<file path="src/rtl/spi_arbiter.sv">
// Two-requester arbiter in front of a single SPI byte controller.
// Round-robin grant, bus locking across multi-byte transactions, per-requester divider.
module spi_arbiter #(
    parameter logic [1:0]      DEFAULT_DIV = 2'd2,
    localparam int unsigned    DATA_W      = 8,
    localparam int unsigned    DIV_W       = 2
) (
    input  logic              clk,
    input  logic              rst,
    input  logic              req0,
    input  logic              req1,
    input  logic [DATA_W-1:0] data0,
    input  logic [DATA_W-1:0] data1,
    input  logic              dc0,
    input  logic              dc1,
    input  logic              end0,
    input  logic              end1,
    output logic              ack0,
    output logic              ack1,
    output logic              rvalid0,
    output logic              rvalid1,
    output logic [DATA_W-1:0] rdata,
    input  logic              cfg_wr0,
    input  logic              cfg_wr1,
    input  logic [DIV_W-1:0]  cfg_div0,
    input  logic [DIV_W-1:0]  cfg_div1,
    output logic              spi_start,
    output logic              spi_dc,
    output logic              spi_end_txn,
    output logic              spi_set_config,
    output logic [DATA_W-1:0] spi_data_in,
    output logic [DIV_W-1:0]  spi_divider,
    input  logic [DATA_W-1:0] spi_data_out,
    input  logic              spi_busy,
    output logic [1:0]        owner
);

    typedef enum logic [2:0] {IDLE, CONFIG, ISSUE, BUSY, HOLD} state_t;

    state_t              state_q, state_d;
    logic [1:0]          owner_q, owner_d;
    logic                ptr_q, ptr_d;
    logic                cfg_valid_q, cfg_valid_d;
    logic [DIV_W-1:0]    cur_div_q, cur_div_d;
    logic [DIV_W-1:0]    div0_q, div0_d, div1_q, div1_d;
    logic [DIV_W-1:0]    lat_div_q, lat_div_d;
    logic [DATA_W-1:0]   lat_data_q, lat_data_d;
    logic                lat_dc_q, lat_dc_d, lat_end_q, lat_end_d;
    logic [DATA_W-1:0]   rdata_q, rdata_d;
    logic                ack0_q, ack0_d, ack1_q, ack1_d;
    logic                rvalid0_q, rvalid0_d, rvalid1_q, rvalid1_d;
    logic                start_q, start_d, setcfg_q, setcfg_d;
    logic                busy_arm_q, busy_arm_d;
    logic                take, sel;

    // State and registered outputs
    always_ff @(posedge clk or posedge rst) begin
        if (rst) begin
            state_q     <= IDLE;
            owner_q     <= 2'b00;
            ptr_q       <= 1'b0;
            cfg_valid_q <= 1'b0;
            cur_div_q   <= DEFAULT_DIV;
            div0_q      <= DEFAULT_DIV;
            div1_q      <= DEFAULT_DIV;
            lat_div_q   <= DEFAULT_DIV;
            lat_data_q  <= '0;
            lat_dc_q    <= 1'b0;
            lat_end_q   <= 1'b0;
            rdata_q     <= '0;
            ack0_q      <= 1'b0;
            ack1_q      <= 1'b0;
            rvalid0_q   <= 1'b0;
            rvalid1_q   <= 1'b0;
            start_q     <= 1'b0;
            setcfg_q    <= 1'b0;
            busy_arm_q  <= 1'b0;
        end else begin
            state_q     <= state_d;
            owner_q     <= owner_d;
            ptr_q       <= ptr_d;
            cfg_valid_q <= cfg_valid_d;
            cur_div_q   <= cur_div_d;
            div0_q      <= div0_d;
            div1_q      <= div1_d;
            lat_div_q   <= lat_div_d;
            lat_data_q  <= lat_data_d;
            lat_dc_q    <= lat_dc_d;
            lat_end_q   <= lat_end_d;
            rdata_q     <= rdata_d;
            ack0_q      <= ack0_d;
            ack1_q      <= ack1_d;
            rvalid0_q   <= rvalid0_d;
            rvalid1_q   <= rvalid1_d;
            start_q     <= start_d;
            setcfg_q    <= setcfg_d;
            busy_arm_q  <= busy_arm_d;
        end
    end

    // Next-state and next-output logic
    always_comb begin
        state_d     = state_q;
        owner_d     = owner_q;
        ptr_d       = ptr_q;
        cfg_valid_d = cfg_valid_q;
        cur_div_d   = cur_div_q;
        div0_d      = cfg_wr0 ? cfg_div0 : div0_q;
        div1_d      = cfg_wr1 ? cfg_div1 : div1_q;
        lat_div_d   = lat_div_q;
        lat_data_d  = lat_data_q;
        lat_dc_d    = lat_dc_q;
        lat_end_d   = lat_end_q;
        rdata_d     = rdata_q;
        ack0_d      = 1'b0;
        ack1_d      = 1'b0;
        rvalid0_d   = 1'b0;
        rvalid1_d   = 1'b0;
        start_d     = 1'b0;
        setcfg_d    = 1'b0;
        busy_arm_d  = 1'b0;
        take        = 1'b0;
        sel         = 1'b0;

        case (state_q)
            IDLE: begin
                if (req0 || req1) begin
                    take = 1'b1;
                    sel  = (req0 && req1) ? ptr_q : req1;
                    if (req0 && req1) ptr_d = ~sel;
                    owner_d = sel ? 2'b10 : 2'b01;
                    // Snapshot the pre-write divider so a same-cycle cfg write waits for the next grant
                    lat_div_d = sel ? div1_q : div0_q;
                    state_d = (!cfg_valid_q || lat_div_d != cur_div_q) ? CONFIG : ISSUE;
                end
            end
            CONFIG: begin
                setcfg_d    = 1'b1;
                cur_div_d   = lat_div_q;
                cfg_valid_d = 1'b1;
                state_d     = ISSUE;
            end
            ISSUE: begin
                start_d = 1'b1;
                state_d = BUSY;
            end
            BUSY: begin
                // spi_busy is not yet valid in the cycle spi_start is presented
                busy_arm_d = 1'b1;
                if (busy_arm_q && !spi_busy) begin
                    rdata_d   = spi_data_out;
                    rvalid0_d = owner_q[0];
                    rvalid1_d = owner_q[1];
                    if (lat_end_q) begin
                        owner_d = 2'b00;
                        state_d = IDLE;
                    end else begin
                        state_d = HOLD;
                    end
                end
            end
            HOLD: begin
                sel = owner_q[1];
                if (sel ? req1 : req0) begin
                    take    = 1'b1;
                    state_d = ISSUE;
                end
            end
            default: state_d = IDLE;
        endcase

        if (take) begin
            lat_data_d = sel ? data1 : data0;
            lat_dc_d   = sel ? dc1 : dc0;
            lat_end_d  = sel ? end1 : end0;
            ack0_d     = ~sel;
            ack1_d     = sel;
        end
    end

    assign owner          = owner_q;
    assign ack0           = ack0_q;
    assign ack1           = ack1_q;
    assign rvalid0        = rvalid0_q;
    assign rvalid1        = rvalid1_q;
    assign rdata          = rdata_q;
    assign spi_start      = start_q;
    assign spi_set_config = setcfg_q;
    assign spi_data_in    = lat_data_q;
    assign spi_dc         = lat_dc_q;
    assign spi_end_txn    = lat_end_q;
    assign spi_divider    = cur_div_q;

endmodule

</file>
<file path="config.mk">
export PLATFORM = sky130hd
export DESIGN_NAME = spi_arbiter
export DESIGN_NICKNAME = d
export VERILOG_FILES = /design/src/rtl/spi_arbiter.sv
export SDC_FILE = /design/constraint.sdc
export NUM_CORES = 1
export LEC_CHECK = 0
export ABC_CLOCK_PERIOD_IN_PS = 2000
export CAP_MARGIN = 20
export CORE_MARGIN = 1.5
export CORE_UTILIZATION = 43
export CTS_CLUSTER_DIAMETER = 150
export DETAILED_ROUTE_END_ITERATION = 8
export PLACE_DENSITY = 0.82
export SYNTH_ARGS = -nofsm -noshare
export SYNTH_HDL_FRONTEND = slang
export SYNTH_SLANG_ARGS = --single-unit
export TNS_END_PERCENT = 1
</file>
<file path="constraint.sdc">
create_clock -name clk -period 2 [get_ports clk]
set_input_delay 0.6 -clock clk [delete_from_list [all_inputs] [get_ports clk]]
set_output_delay 0.6 -clock clk [all_outputs]
set_load 0.005 [all_outputs]
</file>
==> results of run 1 <==
==> area by class of cell <==
class	instances	area, sq um	area share, %
Sequential cell	40	1010	37.4
Tap cell	48	60.1	2.23
Inverter	14	52.6	1.95
Multi-Input combinational cell	80	608	22.6
Clock inverter	3	90.1	3.35
Clock buffer	5	68.8	2.56
Timing Repair Buffer	84	806	29.9
==> placed cells by master, fill, tap and decap left out, drive strengths merged, types with 5 or more instances in the layout <==
master         synthesis  final
inv                   14     14
clkbuf                 5      5
o21ai                  6      6
nand2                  9      9
a222oi                10     10
dfrtp                 36     36
mux2                  14     14
nor2                   6      6
buf                    1     18
clkdlybuf4s50          0     64
==> stage by stage <==
stage	hold WS, ns	worst slack, ns
after detailed placement	0.470	-0.482
final	0.486	0.0499
after global routing	0.500	0.00945
after floorplan	0.440	0.188
after global placement	0.456	-0.343
after CTS	0.481	0.0396
==> layer usage <==
layer | GRT usage (%) | up-vias | share of wire, %
met1 | 21.9 | 699 | 36
met3 | 7.02 | 5 | 6.8
met5 | 0 | - | 0
li1 | - | 675 | -
met4 | 5.47 | 0 | 1.0
met2 | 41.8 | 63 | 56
==> power groups by stage <==
| stage | Sequential, mW | Clock (mW) | Combinational, mW |
|---|---|---|---|
| CTS | 1.38 | 0.921 | 1.39 |
| global route | 1.43 | 0.962 | 1.51 |
| detailed placement | 1.39 | 0 | 1.37 |
| global placement | 1.36 | 0 | 1.32 |
| floorplan | 1.32 | 0 | 0.650 |
| finish | 1.38 | 0.908 | 1.37 |
==> sequential cells by signal, indices dropped and copies added, names as in the netlist, 2 cells and up <==
register     cells
owner            2
rdata            8
lat_div_q        2
div1_q           2
spi_divider      2
state_q          3
spi_data_in      8
div0_q           2
==> cells by family (layout without fill, tap and decap cells) <==
group	count (synthesis)	after routing	synth area share, %
flops	40	40	59.7
simple gates	34	34	10.9
compound gates	30	30	14.3
buf+inv	20	106	4.53
mux	15	15	9.96
xor+xnor	1	1	0.520
==> worst register-to-register path: cells and delay by family, from the launching register on <==
family / cells / cell delay [ns]
flip-flops: 1 / 0.41
AND/OR/NAND/NOR: 3 / 0.75
AO/OA/AOI/OAI: 2 / 0.53
==> worst min-delay path by stage <==
stage | from | end | slack [ns] | depth (start not counted)
after detailed placement | lat_div_q[1]$_DFFE_PP1N_ | lat_div_q[1]$_DFFE_PP1N_ | 0.47 | 2
after CTS | lat_div_q[1]$_DFFE_PP1N_ | lat_div_q[1]$_DFFE_PP1N_ | 0.48 | 2
final | lat_div_q[1]$_DFFE_PP1N_ | lat_div_q[1]$_DFFE_PP1N_ | 0.49 | 2
after global placement | cfg_valid_q$_DFFE_PP0P_ | cfg_valid_q$_DFFE_PP0P_ | 0.46 | 1
after global routing | lat_div_q[1]$_DFFE_PP1N_ | lat_div_q[1]$_DFFE_PP1N_ | 0.50 | 2
after floorplan | cfg_valid_q$_DFFE_PP0P_ | cfg_valid_q$_DFFE_PP0P_ | 0.44 | 1
==> summary.txt, run 1 <==
Worst setup path
  • Crit-path leading delay family: flip-flops
  • Crit path depth: 1
  • Required time of the critical path: 1.40 ns
  • CP peak stage delay: 0.56 ns
  • Worst reg-to-reg path cell count: 5
  • Critical path type: reg -> out
  • Critical path peak fanout: 4
  • CP Data Arrival Time: 1.35 ns
  • Crit path buffers/inverters: 1
  • RR Startpoint: ptr_q$_DFFE_PP0P_
  • Critical Path, Cell by Cell: clkdlybuf4s50_1
  • Startpoint type of the worst setup path: flip-flop
  • Crit end category: output pin
  • Reg-to-reg slack, setup: 0.21 ns
  • Crit path launch: spi_divider[1]$_DFFE_PP1P_
  • R2R Path End: state_q[0]$_DFFE_PP0P_
  • CP max stage cell: dfstp_2
  • CP Capture Point: spi_divider[1]

Final layout
  • Cell area after layout: 0.00269 sq mm
  • Final Util: 72.4%
  • Final nets: 264
  • Layout cells sized above 1: 22.6%
  • Fill count: 272
  • Syn-to-layout area delta: 59.8%
  • Ant. Diodes: 0
  • Post-Layout Cell Count: 274

Timing
  • Endpoints failing setup: 0
  • Sum Neg Setup Slack: 0 ns
  • Final worst-path cycle share: 97.5%
  • Unrepaired setup endpoints after global routing: false
  • Worst-Margin Slew: 0.459 ns
  • Final Max Tran Viols: 0
  • Fmax achieved: 513 MHz
  • Hold Fails Final Rpt: 0
  • Clock Skew: 0.00627 ns
  • Slew HR: 69.2%
  • Min Tclk post-route: 1.95 ns

Yosys
  • Ranking of synthesized cells by area: dfrtp_1 (53%), mux2_2 (9.4%), dfstp_2 (6.2%)
  • Number of synthesis warnings: 0
  • Fraction of registers with async set/reset: 100%
  • Yosys cell types: 36
  • Post-synth EDFFs: 0
  • Commonest cells in the netlist: dfrtp_1 (36), inv_1 (14), mux2_2 (14)
  • Top-count cell post-synth: dfrtp_1
  • Post-synthesis sequential area ratio: 59.7%
  • Synth Instances: 140
  • Yosys reg bits: 40
  • Mapped Area: 0.00168 sq mm
  • Top_reg_cell synth: dfrtp_1
  • Area fraction of the dominant cell type after synthesis: 53.5%
  • Post-synth top area cell: dfrtp_1
  • Post-synth net total: 179
  • Mapped Avg Cell Area: 12.0 sq um

Global routing
  • First-pass GRT wire length: 6890 um
  • GRT overflow: 0
  • GRT Util Overall: 21.6%
  • Largest net degree at the start of global routing: 19
  • Antenna violations before repair: 0
  • Vias in the first global route: 1538

Power and ir drop
  • Comb pwr share: 37.4%
  • Clk network pwr share: 24.8%
  • Sw frac: 27.8%
  • Pleak: 1.20 nW
  • Peak supply drop: 0.748 mV
  • Seq pwr share: 37.8%
  • Internal power: 2.64 mW
  • Switching pwr: 1.02 mW
  • Pwr dens: 1360 mW/mm^2
  • Total power draw: 3.66 mW

Placed design
  • Area post-placement: 0.00253 sq mm
  • GP Congestion: 0.818
  • Placed Cells: 266
  • I/O Buffers: 66
  • Placed wire-length estimate: 3270 um

Clocking
  • Cts repair resizes: 4
  • CTS Buf Count: 5
  • H-tree depth: 2
  • # clock sinks: 40
  • Root buf cell: clkbuf_8
  • Clk slew on worst S/H paths: 0.08 ns
  • Postcts setup bufs: 0
  • CTS tree: built
  • Cts hold-fix bufs: 0
  • Bufs on Longest Clock Path: 2
  • Clock Latency Late Sink: 0.29 ns

Run
  • Maxcap violations: 0

Floorplan
  • # IOs: 67
  • Core ar.: 0.00372 sq mm
  • Die area: 0.00430 sq mm
  • Initial Util: 45.3%
  • Die Ht: 65.6 um
  • Chip width: 65.6 um
  • Core Rows: 22

Detailed routing
  • First-pass iteration count of the detailed router: 5
  • Post-DRT Antenna Nets: 0
  • Via density: 5.26
  • Total number of vias: 1442
  • Drt drc: 0
  • Starting DRC count in detailed routing: 87
  • Wire per inst: 15.3 um
  • Overall routed net length: 4200 um

Run status
  • Status: completed

Min path
  • Hold crit path type: reg -> reg
Power figures use the tool's default switching activity.
==> run 2, diff against run 1 <==
Settings changed: CORE_ASPECT_RATIO set to 1.2.
==> summary.txt, run 2 (same netlist as run 1, synthesis figures left out) <==
Timing
  • Min Tclk post-route: 1.89 ns
  • Final Max Tran Viols: 0
  • Clock Skew: 0.00531 ns
  • Worst-Margin Slew: 0.426 ns
  • Unrepaired setup endpoints after global routing: false
  • Endpoints failing setup: 0
  • Hold Fails Final Rpt: 0
  • Slew HR: 71.4%
  • Final worst-path cycle share: 94.7%
  • Fmax achieved: 528 MHz

Worst setup path
  • Crit end category: output pin
  • CP Data Arrival Time: 1.29 ns
  • Crit path buffers/inverters: 1
  • Critical path type: reg -> out
  • RR Startpoint: ptr_q$_DFFE_PP0P_
  • R2R Path End: state_q[0]$_DFFE_PP0P_
  • Required time of the critical path: 1.40 ns
  • Startpoint type of the worst setup path: flip-flop
  • Critical Path, Cell by Cell: clkdlybuf4s50_1
  • CP peak stage delay: 0.56 ns
  • Critical path peak fanout: 5
  • CP max stage cell: clkdlybuf4s50_1
  • Crit-path leading delay family: buffers and inverters
  • Reg-to-reg slack, setup: 0.18 ns
  • Worst reg-to-reg path cell count: 5

Run status
  • Status: completed

Final layout
  • Layout cells sized above 1: 19.9%
  • Final Util: 71.3%
  • Syn-to-layout area delta: 56.5%
  • Final nets: 259
  • Fill count: 274
  • Most frequent cells in the layout: clkdlybuf4s50_1 (63), dfrtp_1 (36), mux2_2 (14), inv_1 (14), buf_4 (11)
  • Ant. Diodes: 0
  • Commonest non-fill, non-tap cell in the layout: clkdlybuf4s50_1
  • Area of the multi-input gates: 602 sq um
  • Cell area after layout: 0.00264 sq mm
  • Register area: 0.00101 sq mm

Floorplan
  • Core ar.: 0.00369 sq mm
  • Die area: 0.00430 sq mm
  • Core Rows: 24
  • Die Ht: 71.6 um
  • Initial Util: 45.6%
  • # IOs: 67
  • Chip width: 60.1 um

Power and ir drop
  • Peak supply drop: 0.884 mV
  • Pleak: 1.18 nW
  • Pwr dens: 1300 mW/mm^2

Detailed routing
  • Total number of vias: 1414
  • First-pass iteration count of the detailed router: 4
  • Post-DRT Antenna Nets: 0
  • Via density: 5.18
  • Overall routed net length: 4000 um
  • Starting DRC count in detailed routing: 47
  • Drt drc: 0
  • Wire per inst: 14.6 um

Min path
  • Hold crit path type: reg -> reg
  • Worst Hold End: lat_div_q[1]$_DFFE_PP1N_
  • Min-Delay Startpoint: lat_div_q[1]$_DFFE_PP1N_
  • Hold path cells: 2

Placed design
  • GP Congestion: 0.897
  • I/O Buffers: 66
  • Area post-placement: 0.00251 sq mm
  • Placed wire-length estimate: 3010 um

Global routing
  • Vias in the first global route: 1485
  • GRT Util Overall: 21.7%
  • Largest net degree at the start of global routing: 41
  • GRT overflow: 0
  • First-pass GRT wire length: 6910 um
  • Antenna violations before repair: 0

Clocking
  • # clock sinks: 40
  • H-tree depth: 2
  • Bufs on Longest Clock Path: 2
  • Clk slew on worst S/H paths: 0.08 ns
  • CTS tree: built
  • Root buf cell: clkbuf_8
  • CTS Buf Count: 5
  • Clock Latency Late Sink: 0.29 ns

Run
  • Maxcap violations: 0
-- run 2: cell types whose count changed in the layout (fill, tap and decap cells not counted) --
cell	before	now
bufinv_16	3	1
nand2_1	8	9
clkbuf_8	5	7
a21oi_2	1	0
buf_12	1	2
clkdlybuf4s50_1	64	63
nand2_2	1	0
a21oi_1	2	3
dlymetal6s2s_1	0	1
buf_4	17	11
-- run 2: worst max path at each step --
stage / startpoint / cells past startpoint / endpoint / slack (ns)
after floorplan: req0 / 5 / state_q[0]$_DFFE_PP0P_ / 0.19
after global placement: req0 / 6 / state_q[0]$_DFFE_PP0P_ / -0.36
after detailed placement: req0 / 6 / state_q[0]$_DFFE_PP0P_ / -0.44
after CTS: spi_divider[1]$_DFFE_PP1P_ / 1 / spi_divider[1] / 0.01
after global routing: req0 / 7 / spi_data_in[6]$_DFFE_PP0N_ / 0.04
final: owner[1]$_DFFE_PP0P_ / 1 / owner[1] / 0.11
-- run 2: timing repair --
item / 4_1_cts / 5_1_grt
setup buffers: 0 / 0
cloned: 0 / 0
setup endpoints to repair: 12 / 1
gates resized for setup: 2 / 1
hold endpoints to repair: 0 / 0
hold buffers: 0 / 0
-- run 2: area by class of cell --
cell class / instances / share of cell area, %
sequential: 40 / 38.2
timing repair buffer: 79 / 29.7
multi-input combinational: 80 / 22.8
clock buffer: 7 / 3.66
tap: 52 / 2.47
inverter: 14 / 1.99
clock inverter: 1 / 1.14
-- run 2: where the power goes --
group | switching, mW | internal (mW) | total (mW)
Clock | 0.276 | 0.440 | 0.716
Sequential | 0.245 | 1.14 | 1.38
Combinational | 0.468 | 0.871 | 1.34
Total | 0.990 | 2.45 | 3.44
-- run 2: stage by stage --
step | TNS, ns | instances | power, mW | setup WS, ns | hold WS, ns
finish | 0 | 273 | 3.44 | 0.105 | 0.475
global route | 0 | 273 | 3.67 | 0.0376 | 0.514
CTS | 0 | 273 | 3.48 | 0.0118 | 0.479
detailed placement | -5.30 | 265 | 2.74 | -0.436 | 0.461
global placement | -4.28 | 265 | 2.68 | -0.362 | 0.456
floorplan | 0 | 140 | 1.97 | 0.188 | 0.440
-- run 2: layer usage --
metal	global-route usage, %	up-vias	part of all wire, %	wire, um
met5	0	-	0	0
met4	7.65	0	1.6	62
met3	6.86	7	5.8	233
met2	37.9	43	55	2190
met1	24.2	695	38	1510
li1	-	669	-	-
==> run 3, diff against run 2 <==
Settings changed: CELL_PAD_IN_SITES_DETAIL_PLACEMENT set to 1, CELL_PAD_IN_SITES_GLOBAL_PLACEMENT set to 2, CORE_UTILIZATION 43 to 26, PLACE_DENSITY 0.82 to 0.81.
==> summary.txt, run 3 (same netlist as run 1, synthesis figures left out) <==
Worst setup path
  • Crit path buffers/inverters: 1
  • Crit path launch: spi_divider[1]$_DFFE_PP1P_
  • CP max stage cell: dfstp_2
  • Startpoint type of the worst setup path: flip-flop
  • Critical Path, Cell by Cell: clkdlybuf4s50_1
  • Crit-path leading delay family: flip-flops
  • Crit end category: output pin
  • CP peak stage delay: 0.55 ns
  • Required time of the critical path: 1.40 ns
  • CP Data Arrival Time: 1.34 ns
  • Critical path type: reg -> out
  • RR Startpoint: ptr_q$_DFFE_PP0P_
  • Critical path peak fanout: 4

Clocking
  • # clock sinks: 40
  • Root buf cell: clkbuf_8
  • Clock Latency Late Sink: 0.29 ns
  • Clk slew on worst S/H paths: 0.07 ns
  • H-tree depth: 2
  • Bufs on Longest Clock Path: 2
  • CTS tree: built
  • CTS Buf Count: 5

Detailed routing
  • First-pass iteration count of the detailed router: 6
  • Total number of vias: 1410
  • Overall routed net length: 4160 um
  • Wire per inst: 13.7 um
  • Post-DRT Antenna Nets: 0
  • Starting DRC count in detailed routing: 92
  • Via density: 4.64
  • Drt drc: 0

Min path
  • Hold crit path type: reg -> reg
  • Min-Delay Startpoint: lat_div_q[0]$_DFFE_PP0N_

Timing
  • Unrepaired setup endpoints after global routing: false
  • Sum Neg Setup Slack: 0 ns
  • Worst-Margin Slew: 0.503 ns
  • Hold Fails Final Rpt: 0
  • Final worst-path cycle share: 97.0%
  • Min Tclk post-route: 1.94 ns
  • Hold_ws: 0.476 ns
  • Final Max Tran Viols: 0
  • Slew HR: 66.2%
  • Endpoints failing setup: 0
  • Clock Skew: 0.00452 ns
  • Fmax achieved: 515 MHz

Final layout
  • Syn-to-layout area delta: 57.7%
  • Commonest non-fill, non-tap cell in the layout: clkdlybuf4s50_1
  • Most frequent cells in the layout: clkdlybuf4s50_1 (64), dfrtp_1 (36), mux2_2 (14), inv_1 (14), buf_4 (13)
  • Post-Layout Cell Count: 304
  • Ant. Diodes: 0
  • Final nets: 261
  • Layout cells sized above 1: 20.3%
  • Cell area after layout: 0.00266 sq mm

Placed design
  • Area post-placement: 0.00256 sq mm
  • Placed wire-length estimate: 3120 um
  • I/O Buffers: 66
  • Placed Cells: 297
  • GP Congestion: 0.757

Global routing
  • Vias in the first global route: 1487
  • Largest net degree at the start of global routing: 41
  • Antenna violations before repair: 0
  • First-pass GRT wire length: 7030 um
  • GRT overflow: 0
  • GRT Util Overall: 12.9%

Floorplan
  • Die area: 0.00697 sq mm
  • Die Ht: 91.2 um
  • Initial Util: 27.5%
  • Core ar.: 0.00613 sq mm
  • # IOs: 67
  • Chip width: 76.5 um
  • Core Rows: 31

Power and ir drop
  • Comb pwr share: 41.1%
  • Internal power: 2.33 mW
  • Clk network pwr share: 17.4%
  • Pwr dens: 1250 mW/mm^2
  • Peak supply drop: 0.463 mV
  • Pleak: 1.16 nW
  • Sw frac: 29.8%
  • Switching pwr: 0.988 mW
  • Total power draw: 3.32 mW
  • Seq pwr share: 41.5%

Run status
  • Status: completed

Run
  • Maxcap violations: 0
run 3: worst paths after layout:
path	to	slack, ns	cells after the start
max in group asynchronous	div1_q[1]$_DFFE_PP1P_	1.06	3
min in group asynchronous	rdata[3]$_DFFE_PP0P_	0.68	3
max	spi_divider[1]	0.06	1
max reg2reg	state_q[0]$_DFFE_PP0P_	0.20	5
min reg2reg	lat_div_q[0]$_DFFE_PP0N_	0.48	2
min	lat_div_q[0]$_DFFE_PP0N_	0.48	2
run 3: layer usage:
metal / track usage, % / wire [um] / vias up
met3: 4.62 / 279 / 5
met4: 4.63 / 64 / 0
li1: - / - / 669
met5: 0 / 0 / -
met1: 14.8 / 1660 / 686
met2: 21.8 / 2160 / 50
run 3: repair_timing:
item	CTS	global route
hold buffers	0	0
setup buffers	0	0
pin swaps	0	0
gates resized for setup	2	1
endpoints found under the setup margin	13	1
run 3: cell type report:
class	count	area (sq um)
Fill cell	716	3470
Inverter	14	52.6
Timing Repair Buffer	81	797
Tap cell	82	103
Sequential cell	40	1010
Clock buffer	7	96.3
Multi-Input combinational cell	80	602
run 3: power groups by stage:
stage,Sequential (mW),Combinational [mW],Clock (mW)
2_1_floorplan,1.32,0.650,0
3_3_place_gp,1.38,1.36,0
3_5_place_dp,1.39,1.39,0
4_1_cts,1.38,1.39,0.603
5_1_grt,1.43,1.49,0.630
6_report,1.38,1.36,0.576
run 3: metrics by stage:
| step | util (%) | setup WS (ns) |
|---|---|---|
| finish | 43.3 | 0.0597 |
| global route | 43.3 | 0.0222 |
| CTS | 43.3 | 0.0416 |
| detailed placement | 41.8 | -0.437 |
| global placement | 41.8 | -0.406 |
| floorplan | - | 0.188 |
run 3: worst min-delay path: stages (launching register included):
cell	delay [ns]
dfrtp_1	0.34
nand2_1	0.05
o21ai_0	0.06
